File: src/rtl/reg_pipe.sv
// Elastic DEPTH-stage valid/ready pipeline register with bubble collapse.
// Optional occupancy counter enabled by defining REG_PIPE_COUNT_EN.
module reg_pipe #(
    parameter int unsigned      WIDTH     = 8,
    parameter int unsigned      DEPTH     = 2,
    parameter logic [WIDTH-1:0] RESET_VAL = '0
) (
    input  logic             clk,
    input  logic             reset,
    input  logic             flush,
    input  logic [WIDTH-1:0] in_data,
    input  logic             in_valid,
    output logic             in_ready,
    output logic [WIDTH-1:0] out_data,
    output logic             out_valid,
`ifdef REG_PIPE_COUNT_EN
    input  logic             out_ready,
    output logic [$clog2(DEPTH+1)-1:0] occupancy
`else
    input  logic             out_ready
`endif
);

    logic [DEPTH-1:0] vld_q;
    logic [WIDTH-1:0] dat_q [DEPTH];
    logic [DEPTH-1:0] rdy;
    logic [DEPTH-1:0] src_vld;
    logic [WIDTH-1:0] src_dat [DEPTH];
    logic             chain;

    // Ready chain: a stage may load if it or any stage downstream is empty,
    // or the consumer is taking the output word.
    always_comb begin
        chain = out_ready;
        rdy   = '0;
        for (int k = DEPTH - 1; k >= 0; k--) begin
            chain  = chain | ~vld_q[k];
            rdy[k] = chain;
        end
    end

    // Source of each stage: producer for stage 0, previous stage otherwise.
    always_comb begin
        src_vld[0] = in_valid;
        src_dat[0] = in_data;
        for (int k = 1; k < DEPTH; k++) begin
            src_vld[k] = vld_q[k-1];
            src_dat[k] = dat_q[k-1];
        end
    end

    // Stage registers: advance when ready, hold on stall, clear on flush.
    always_ff @(posedge clk) begin
        if (reset) begin
            vld_q <= '0;
            for (int k = 0; k < DEPTH; k++) begin
                dat_q[k] <= RESET_VAL;
            end
        end else if (flush) begin
            vld_q <= '0;
        end else begin
            for (int k = 0; k < DEPTH; k++) begin
                if (rdy[k]) begin
                    vld_q[k] <= src_vld[k];
                    if (src_vld[k]) begin
                        dat_q[k] <= src_dat[k];
                    end
                end
            end
        end
    end

    assign in_ready  = rdy[0] & ~flush;
    assign out_valid = vld_q[DEPTH-1] & ~flush;
    assign out_data  = dat_q[DEPTH-1];

`ifdef REG_PIPE_COUNT_EN
    localparam int unsigned CW = $clog2(DEPTH + 1);

    logic          in_fire;
    logic          out_fire;
    logic [CW-1:0] cnt_q;

    assign in_fire  = in_valid & in_ready;
    assign out_fire = out_valid & out_ready;

    // Word counter tracking the number of valid stages.
    always_ff @(posedge clk) begin
        if (reset || flush) begin
            cnt_q <= '0;
        end else if (in_fire && !out_fire) begin
            cnt_q <= cnt_q + CW'(1);
        end else if (out_fire && !in_fire) begin
            cnt_q <= cnt_q - CW'(1);
        end
    end

    assign occupancy = cnt_q;
`endif

endmodule

File: config.mk
export PLATFORM = sky130hd
export DESIGN_NAME = reg_pipe
export DESIGN_NICKNAME = d
export VERILOG_FILES = /design/src/rtl/reg_pipe.sv
export SDC_FILE = /design/constraint.sdc
export NUM_CORES = 1
export LEC_CHECK = 0
export BUFFER_PORTS_ARGS = -buffer_cell sky130_fd_sc_hd__buf_2
export CAP_MARGIN = 20
export CORE_MARGIN = 4
export CORE_UTILIZATION = 45
export CTS_CLUSTER_DIAMETER = 40
export CTS_CLUSTER_SIZE = 30
export DETAILED_ROUTE_END_ITERATION = 10
export GPL_ROUTABILITY_DRIVEN = 1
export PLACE_DENSITY = 0.69
export SYNTH_ARGS = -nofsm -noshare
export SYNTH_HDL_FRONTEND = slang
export SYNTH_SLANG_ARGS = --single-unit
File: constraint.sdc
create_clock -name clk -period 5.25 [get_ports clk]
set_clock_uncertainty 0.1 [all_clocks]
set_input_delay 0.7875 -clock clk [delete_from_list [all_inputs] [get_ports clk]]
set_output_delay 0.7875 -clock clk [all_outputs]
set_load 0.02 [all_outputs]
## Yosys cells after proc, flatten, opt, wreduce, memory -nomap -nowiden

Memory sizes are Yosys's and may differ from the RTL's.
Index checks and enable logic that the tools add are counted.

- Memories: 1
- Logic and storage cells: 27
- Input port bits: 13
- Register bits: 2
- RAM bits: 16
- Bits in latches: 0
- Bits in read-only memories: 0
- Output and inout port bits: 10

- Shift-type cells: 0
- Equality and inequality tests: 0
- $mul: 0
- Order comparisons: 0
- Reduce and logical (&&, ||, !) cells: 1
- Muxes and demuxes: 14
- Div/mod/pow operators: 0
- $add $sub $neg: 0
- Bitwise gates (word level): 9

Memories:

| memory | words | width | rd ports | clocked after memory_dff | write ports | line | source |
|---|---|---|---|---|---|---|---|
| dat_q | 2 | 8 | 2 | 0 | 2 | 25 | `logic [WIDTH-1:0] dat_q [DEPTH];` |

Operators by type and width:

| kind | number |
|---|---|
| 2-to-1 mux 8 bit | 2 |
| 2-to-1 mux 1 bit | 12 |
| bitwise OR 1 bit | 4 |
| NOT 1 bit | 3 |
| AND 1 bit | 2 |
| OR reduction 2 bit | 1 |

## Logic depth before layout (Yosys ltp)

Gate-level depths: netlist of the first run.

- Word-level depth: 8
- Depth in mapped cells: 4
- Depth with buffers taken out: 2

## Least setup slack after synthesis of the first run

OpenSTA, ideal clock, no wires.

- Kind: in2out
- Start: input port out_ready
- End: output port in_ready
- Data required time: 4.363 ns
- Arrival: 1.539 ns
- Buffers on the path: 2
- Path slack: 2.823 ns
- Cell stages on the path: 4
- Cell sequence: and3b_1 > buf_2 > buf_6 > nor2_1

- Cells in the longest elaborated chain, start to end: 3

Ends and longest elaborated chain:

| what | line | source |
|---|---|---|
| start, declared | 20 | `input logic out_ready` |
| bitwise OR 1 bit (2 in a row) | 37 | `chain = chain \| ~vld_q[k];` |
| AND 1 bit | 73 | `assign in_ready = rdy[0] & ~flush;` |
| end, declared | 13 | `output logic in_ready,` |

Every way passes these cells.

## Worst setup path in the final report of the first run

Ends and elaborated chain as after synthesis.

==> results of run 1 <==
power by group:
part / leakage [uW] / switching [uW] / internal [uW]
combinational: 0.000166 / 17.8 / 12.8
sequential: 0.000185 / 1.88 / 164
clock: 0.0000154 / 43.2 / 27.7
layout make-up:
| cell class | count | area (um^2) |
|---|---|---|
| fillers | 187 | 963 |
| flip-flops and latches | 18 | 520 |
| multi-input cells | 27 | 273 |
| repair buffers | 23 | 118 |
| well taps | 27 | 33.8 |
| clock buffers | 3 | 22.5 |
| inverters | 2 | 7.51 |
| clock inverters | 1 | 3.75 |
sequential cells by signal (all words and copies together), names as in the netlist:
register and flops:
dat_q 16, vld_q 2
cells by family after synthesis:
kind of cell	synth area share, %
AO/OA/AOI/OAI	3.42
buffers and inverters	13.2
flip-flops	57.0
AND/OR/NAND/NOR	26.4
metrics by stage:
| stage | hold slack (ns) | instance area [um^2] | worst slack, ns | cells | total power, uW |
|---|---|---|---|---|---|
| after floorplan | 0.346 | 913 | 2.82 | 60 | 196 |
| after detailed placement | 0.374 | 952 | 2.47 | 97 | 200 |
| after global placement | 0.371 | 952 | 2.49 | 97 | 199 |
| after global routing | 0.427 | 978 | 2.32 | 101 | 280 |
| final | 0.391 | 978 | 2.46 | 101 | 268 |
| after CTS | 0.391 | 978 | 2.45 | 101 | 269 |
cells in the final DEF (no fill, tap or decap):
master | Yosys | final
buf_2 | 2 | 22
edfxtp_1 | 16 | 16
nor4b_1 | 8 | 8
nor4b_2 | 7 | 7
clkbuf_4 | 0 | 3
nand2b_1 | 2 | 2
inv_1 | 2 | 2
nor2_1 | 2 | 2
dfxtp_1 | 2 | 2
and3b_1 | 1 | 1
o21bai_1 | 1 | 1
and2b_1 | 1 | 1
a31o_2 | 1 | 1
or2_1 | 1 | 1
o21ba_2 | 1 | 1
a21oi_1 | 1 | 1
nor4b_4 | 1 | 1
clkinv_1 | 0 | 1
buf_4 | 8 | 1
final timing paths:
check / slack, ns / end / cells past startpoint / from
worst max-delay path: 2.46 / in_ready / 4 / out_ready
worst min-delay path: 0.39 / vld_q[1] / 2 / vld_q[0]
worst max register to register: 3.25 / dat_q[0][2] / 2 / vld_q[0]
worst min register to register: 0.39 / vld_q[1] / 2 / vld_q[0]
worst reg2reg max path: cells and delay by family (launching register included):
family	cells	cell delay, ns
DFF	1	0.39
and+or+nand+nor	1	0.74
AOI/OAI and AO/OA	1	0.44
layer usage:
layer	routed length, um	part of all wire (%)	vias up	track usage [%]
li1	-	-	248	-
met4	47	3.5	0	8.94
met2	607	46	19	17.6
met1	591	44	245	14.4
met5	0	0	-	0
met3	85	6.4	5	3.10
==> out/summary.log, run 1 <==
INFO  logic_synthesis synth_seq_cells=18
INFO  setup_path     worst_ep_arrival=1.90ns
INFO  setup_path     critical_path.top_delay_family=simple AND/OR/NAND/NOR gates
INFO  detailed_routing via_count=517
INFO  timing         rsz_0062_raised_after_global_routing=no
INFO  setup_path     worst_path_largest_cell_delay=0.76ns
INFO  clock_tree     number_of_gates_resized_after_cts=0
INFO  setup_path     data_required_critical_path=4.36ns
INFO  setup_path     timing.critical_path.cells=buf_2 -> and3b_1 -> nor2_1 -> buf_2
INFO  logic_synthesis part_of_the_yosys_area_used_for_sequential_elements=57.0%
INFO  finish         post-route-util=50.4%
INFO  grt            maximum_number_of_pins_on_one_net_before_global_route_repair=20
INFO  setup_path     slowest_stage=and3b_1
INFO  logic_synthesis synth-edff-count=16
INFO  finish         area.growth.synth_to_final=7.12%
INFO  floorplan      start_util=47.0%
INFO  timing         setup_viol_count_final=0
INFO  setup_path     worstSetupStartpointType=input port
INFO  floorplan      core_area=1940um^2
INFO  timing         achievable-frequency=0.358GHz
INFO  timing         layout_min_cycle_time=2.79ns
INFO  detailed_routing routedWlPerCell=13.2um
INFO  pwr            pwr_density_cell=273nW/um^2
INFO  clock_tree     hold_fix_buffers_at_cts=0
INFO  logic_synthesis post_syn_area_per_cell=15.2um^2
INFO  logic_synthesis cell_accounting_for_the_most_synthesized_area=edfxtp_1
INFO  timing         worstMarginPinSlew=0.845ns
INFO  pwr            power.ir.vdd_worst=156uV
INFO  placed_design  port_buffers=22
INFO  setup_path     critical_path_class=in2out
INFO  grt            overflow_after_grt=0
INFO  clock_tree     cts_buffer_depth=2
INFO  placed_design  gpl.final_weighted_congestion=0.654
INFO  logic_synthesis synth_async_sr_flop_share=0%
INFO  clock_tree     post_cts_buffers=0
INFO  timing         normalized_max_slew_margin=43.7%
INFO  clock_tree     clkSlewWorstSetupHoldPaths=0.10ns
INFO  detailed_routing post_drt_via_cell_ratio=5.12
INFO  grt            grt_pass1_wl=2270um
INFO  logic_synthesis synthFlopType=edfxtp_1
INFO  grt            antenna_found_initial=0
INFO  run_status     run_status=finished, final reports clean
INFO  detailed_routing remaining_drc_errors=0
INFO  grt            first_global_vias=486
INFO  grt            gr-usage-all-layers=11.8%
INFO  pwr            p_leak=0.000366uW
INFO  clock_tree     clock_network_latency_to_the_later_pin_of_the_worst_skew_pair=0.29ns
INFO  floorplan      die_area=2810um^2
INFO  detailed_routing totalWireLength=1330um
INFO  setup_path     crit_path_frequent_cell=buf_2
INFO  clock_tree     clk_root_buffer_cell=clkbuf_4
INFO  logic_synthesis synthesis.area=913um^2
INFO  logic_synthesis ys_warnings=0
INFO  logic_synthesis synth_cell_type_count=19
INFO  timing         maxSlewViolCount=0
INFO  timing         final_min_period_over_clock_period=53.2%
INFO  floorplan      die_h=53.1um
INFO  finish         diodes=0
INFO  detailed_routing ant_nets=0
INFO  flow_run       cap_viol_max_count=0
INFO  placed_design  dpl.hpwl=926um
INFO  logic_synthesis yosysTopAreaCellShare=52.6%
INFO  setup_path     critical_path.endpoint_type=primary output
INFO  floorplan      fp.dieW=53.1um
INFO  clock_tree     cts.sink_count=18
INFO  logic_synthesis yosys.cell_count.top_type=edfxtp_1
INFO  clock_tree     cts_tree=yes
INFO  clock_tree     numCtsBuffers=3
INFO  logic_synthesis ys_top_cells_by_area=edfxtp_1 53%, nor4b_2 12%, nor4b_1 7.7%
INFO  finish         drive_above_1_share=48.6%
INFO  floorplan      core.rowCount=16
INFO  logic_synthesis synthesis.instances=60
INFO  detailed_routing drt_first_pass_iters=4
INFO  timing         finalHoldViolCount=0
INFO  timing         final.setup.tns=0ns
INFO  logic_synthesis postSynthNetCount=73
INFO  finish         fin_nets=88
INFO  hold_path      timing.hold.worst.class=reg2reg
INFO  setup_path     critical_path_peak_fanout=19
INFO  setup_path     critPathBufInv=2
INFO  logic_synthesis synth_commonest_cells=16 x edfxtp_1, 8 x buf_4, 8 x nor4b_1, 7 x nor4b_2
INFO  detailed_routing dr.first_iter.drc_count=9
INFO  clock_tree     cts-htree-levels=1
INFO  floorplan      boundaryPins=23
(Power assumes the default switching activity.)
==> inputs of run 2 (changes only) <==
ABC_AREA = 1   (was unset)
PLACE_DENSITY = 0.73   (was 0.69)
clock period = 2.25 ns   (was 5.25 ns; I/O delays follow)
==> out/summary.log, run 2 <==
INFO  run_status     run_status=finished, final reports clean [unchanged]
INFO  finish         largest-register=dat_q [unchanged]
INFO  finish         seqCellArea=520um^2 [unchanged]
INFO  detailed_routing drt_first_pass_iters=4 [unchanged]
INFO  floorplan      core_area=1760um^2 [was 1940 um^2]
INFO  setup_path     data_required_critical_path=1.81ns [was 4.36 ns]
INFO  placed_design  dp_cells=118 [was 97]
INFO  grt            grt_pass1_wl=1870um [was 2270 um]
INFO  pwr            intPower=474uW [was 205 uW]
INFO  finish         finish.cell_count_without_fillers=122 [was 101]
INFO  detailed_routing dr.first_iter.drc_count=5 [was 9]
INFO  logic_synthesis synth-edff-count=16 [unchanged]
INFO  timing         final.setup.tns=0ns [unchanged]
INFO  setup_path     timing.critical_path.cells=nand3_2 -> nand2_1 -> inv_1 -> buf_2 [was buf_2 -> and3b_1 -> nor2_1 -> buf_2]
INFO  pwr            p_sw_share=22.8% [was 23.5%]
INFO  clock_tree     clk_root_buffer_cell=clkbuf_4 [unchanged]
INFO  pwr            share_seq_of_total_power=63.1% [was 62.1%]
INFO  pwr            power_switching=140uW [was 62.8 uW]
INFO  grt            overflow_after_grt=0 [unchanged]
INFO  logic_synthesis synthFlopType=edfxtp_1 [unchanged]
INFO  grt            maximum_number_of_pins_on_one_net_before_global_route_repair=17 [was 20]
INFO  setup_path     worstSetupStartpointType=flop [was input port]
INFO  logic_synthesis part_of_the_yosys_area_used_for_sequential_elements=61.2% [was 57.0%]
INFO  setup_path     worst_path_largest_cell_delay=0.42ns [was 0.76 ns]
INFO  floorplan      boundaryPins=23 [unchanged]
INFO  finish         largest_reg_flops=16 [unchanged]
INFO  clock_tree     number_of_gates_resized_after_cts=0 [unchanged]
INFO  floorplan      core.rowCount=15 [was 16]
INFO  setup_path     ff2ff_setup_slack=0.95ns [was 3.25 ns]
INFO  clock_tree     cts-htree-levels=1 [unchanged]
INFO  clock_tree     clock_network_latency_to_the_later_pin_of_the_worst_skew_pair=0.28ns [was 0.29 ns]
INFO  logic_synthesis synth_seq_cells=18 [unchanged]
INFO  flow_run       cap_viol_max_count=0 [unchanged]
INFO  timing         setup_viol_count_final=0 [unchanged]
INFO  logic_synthesis synthesis.area=851um^2 [was 913 um^2]
INFO  pwr            p_leak=0.000444uW [was 0.000366 uW]
INFO  pwr            post-layout-total-power=613uW [was 268 uW]
INFO  timing         finalHoldViolCount=0 [unchanged]
INFO  setup_path     critical_path.top_delay_family=flip-flops [was simple AND/OR/NAND/NOR gates]
INFO  floorplan      die_h=51.5um [was 53.1 um]
INFO  floorplan      fp.dieW=51.5um [was 53.1 um]
INFO  clock_tree     cts_buffer_depth=2 [unchanged]
INFO  timing         achievable-frequency=0.632GHz
INFO  setup_path     startpoint_of_the_worst_register_to_register_path=vld_q[0] [unchanged]
INFO  placed_design  port_buffers=22 [unchanged]
INFO  setup_path     critPathBufInv=2 [unchanged]
INFO  setup_path     rr_endpoint=dat_q[0][1] [was dat_q[0][2]]
INFO  hold_path      hold_path_startpoint=in_data[4] [was vld_q[0]]
INFO  floorplan      die_area=2650um^2 [was 2810 um^2]
INFO  grt            first_global_vias=491 [was 486]
INFO  logic_synthesis yosys.cell_count.top_type=inv_1 [was edfxtp_1]
INFO  logic_synthesis post_syn_area_per_cell=10.6um^2 [was 15.2 um^2]
INFO  logic_synthesis postSynthNetCount=93 [was 73]
INFO  hold_path      hold_path_depth=3 [was 2]
INFO  detailed_routing post_drt_via_cell_ratio=4.08 [was 5.12]
INFO  hold_path      min_delay_worst_endpoint=dat_q[0][4] [was vld_q[1]]
INFO  placed_design  dpl.hpwl=890um [was 926 um]
INFO  finish         fin_nets=111 [was 88]
INFO  finish         drive_above_1_share=41.2% [was 48.6%]
INFO  finish         diodes=0 [unchanged]
INFO  logic_synthesis synthesis.instances=80 [was 60]
INFO  setup_path     critical_path_class=reg2out [was in2out]
INFO  setup_path     worstRegToRegCells=3 [was 2]
INFO  detailed_routing ant_nets=0 [unchanged]
INFO  logic_synthesis synth_async_sr_flop_share=0% [unchanged]
INFO  detailed_routing remaining_drc_errors=0 [unchanged]
INFO  pwr            pwr_density_cell=648nW/um^2 [was 273 nW/um^2]
INFO  clock_tree     numCtsBuffers=3 [unchanged]
INFO  detailed_routing via_count=498 [was 517]
INFO  setup_path     slowest_stage=dfxtp_1 [was and3b_1]
INFO  finish         layout.cells.most_common_list=23 x inv_1, 22 x buf_2, 16 x edfxtp_1, 10 x nor2_2, 7 x nor2_1 [was 22 x buf_2, 16 x edfxtp_1, 8 x nor4b_1, 7 x nor4b_2, 3 x clkbuf_4]
INFO  pwr            power.combinational.fraction=11.0% [was 11.4%]
INFO  timing         rsz_0062_raised_after_global_routing=no [unchanged]
INFO  pwr            clock_power_share=25.9% [was 26.5%]
INFO  setup_path     critical_path_peak_fanout=4 [was 19]
INFO  grt            gr-usage-all-layers=9.70% [was 11.8%]
INFO  finish         multi_input_area=169um^2 [was 273 um^2]
INFO  timing         normalized_max_slew_margin=77.5% [was 43.7%]
INFO  setup_path     worst_ep_arrival=1.15ns [was 1.90 ns]
INFO  logic_synthesis yosysTopAreaCellShare=56.5% [was 52.6%]
INFO  detailed_routing routedWlPerCell=9.49um [was 13.2 um]
INFO  clock_tree     post_cts_buffers=0 [unchanged]
INFO  logic_synthesis synth_cell_type_count=15 [was 19]
INFO  clock_tree     hold_fix_buffers_at_cts=0 [unchanged]
INFO  finish         num-fill-cells=180 [was 187]
INFO  logic_synthesis cell_accounting_for_the_most_synthesized_area=edfxtp_1 [unchanged]
INFO  logic_synthesis ys_top_cells_by_area=edfxtp_1 56%, inv_1 10%, nor2_2 7.4% [was edfxtp_1 53%, nor4b_2 12%, nor4b_1 7.7%]
INFO  setup_path     worst_setup_path_startpoint=vld_q[0] [was out_ready]
INFO  finish         largest_registers_in_the_final_layout=dat_q (16), vld_q (2) [unchanged]
INFO  timing         maxSlewViolCount=0 [unchanged]
INFO  pwr            power.ir.vdd_worst=380uV [was 156 uV]
INFO  clock_tree     cts.sink_count=18 [unchanged]
INFO  timing         worstMarginPinSlew=0.337ns [was 0.845 ns]
INFO  setup_path     critical_path.endpoint_type=primary output [unchanged]
INFO  finish         area.growth.synth_to_final=11.3% [was 7.12%]
INFO  floorplan      start_util=48.2% [was 47.0%]
INFO  finish         layout_commonest_cell=inv_1 [was buf_2]
INFO  grt            antenna_found_initial=0 [unchanged]
INFO  detailed_routing totalWireLength=1160um [was 1330 um]
INFO  logic_synthesis ys_warnings=0 [unchanged]
INFO  timing         final_min_period_over_clock_period=70.4%
INFO  timing         layout_min_cycle_time=1.58ns
INFO  placed_design  gpl.final_weighted_congestion=0.726 [was 0.654]
INFO  hold_path      timing.hold.worst.class=in2reg [was reg2reg]
INFO  clock_tree     clkSlewWorstSetupHoldPaths=0.10ns [about the same]
INFO  logic_synthesis synth_commonest_cells=23 x inv_1, 16 x edfxtp_1, 10 x nor2_2, 8 x buf_4, 7 x nor2_1 [was 16 x edfxtp_1, 8 x buf_4, 8 x nor4b_1, 7 x nor4b_2]
INFO  clock_tree     cts_tree=yes [unchanged]
==> run 2: changes by cell type in the layout (fill, tap and decap cells not counted), sizes merged, moves of 2 or more <==
cell / change
inv: +22
nand2: +5
nand2b: -2
nand3: +4
nor2: +16
nor4b: -16
==> run 2: worst max path at each step <==
stage | cells past startpoint | slack (ns) | endpoint
after floorplan | 4 | 1.08 | dat_q[0][0]
after global placement | 5 | 0.90 | dat_q[0][4]
after detailed placement | 5 | 0.86 | dat_q[0][0]
after CTS | 4 | 0.67 | in_ready
after global routing | 4 | 0.62 | in_ready
final | 4 | 0.67 | in_ready
==> run 2: cells by family after synthesis <==
logic type	Yosys count	synth area share, %
compound gates	2	1.18
buf+inv	33	19.0
flops	18	61.2
simple gates	27	18.7
==> run 2: worst min-delay path: cells and delay by family <==
kind | cells | cell delay [ns]
buffers and inverters | 2 | 0.10
and+or+nand+nor | 1 | 0.08
==> run 2: power by group through the flow <==
stage	Combinational [uW]	Clock, uW	Sequential [uW]
floorplan	55.4	0	394
global placement	65.4	0	394
detailed placement	67.8	0	395
CTS	68.3	163	387
global route	74.4	174	389
finish	67.3	159	387
==> run 2: metal layers <==
layer | routed length (um) | GRT usage, % | part of all wire [%] | vias up
met5 | 0 | 0 | 0 | -
met4 | 12 | 5.24 | 1.0 | 0
met3 | 74 | 2.62 | 6.4 | 2
met2 | 586 | 17.6 | 51 | 16
met1 | 485 | 9.94 | 42 | 216
li1 | - | - | - | 264
==> run 2: metrics by stage <==
step                      hold slack (ns)  setup WS (ns)  instance area, um^2  utilization, %
after floorplan                     0.374           1.08                  851               -
after global placement              0.400          0.905                  921            52.2
after detailed placement            0.415          0.856                  921            52.2
after CTS                           0.233          0.673                  947            53.7
after global routing                0.238          0.619                  947            53.7
final                               0.244          0.667                  947            53.7
==> run 2: layout make-up <==
cell class | instances | share of cell area (%)
flip-flops and latches | 18 | 55.0
multi-input cells | 29 | 17.8
repair buffers | 22 | 11.6
inverters | 24 | 9.51
well taps | 25 | 3.30
clock buffers | 4 | 2.77
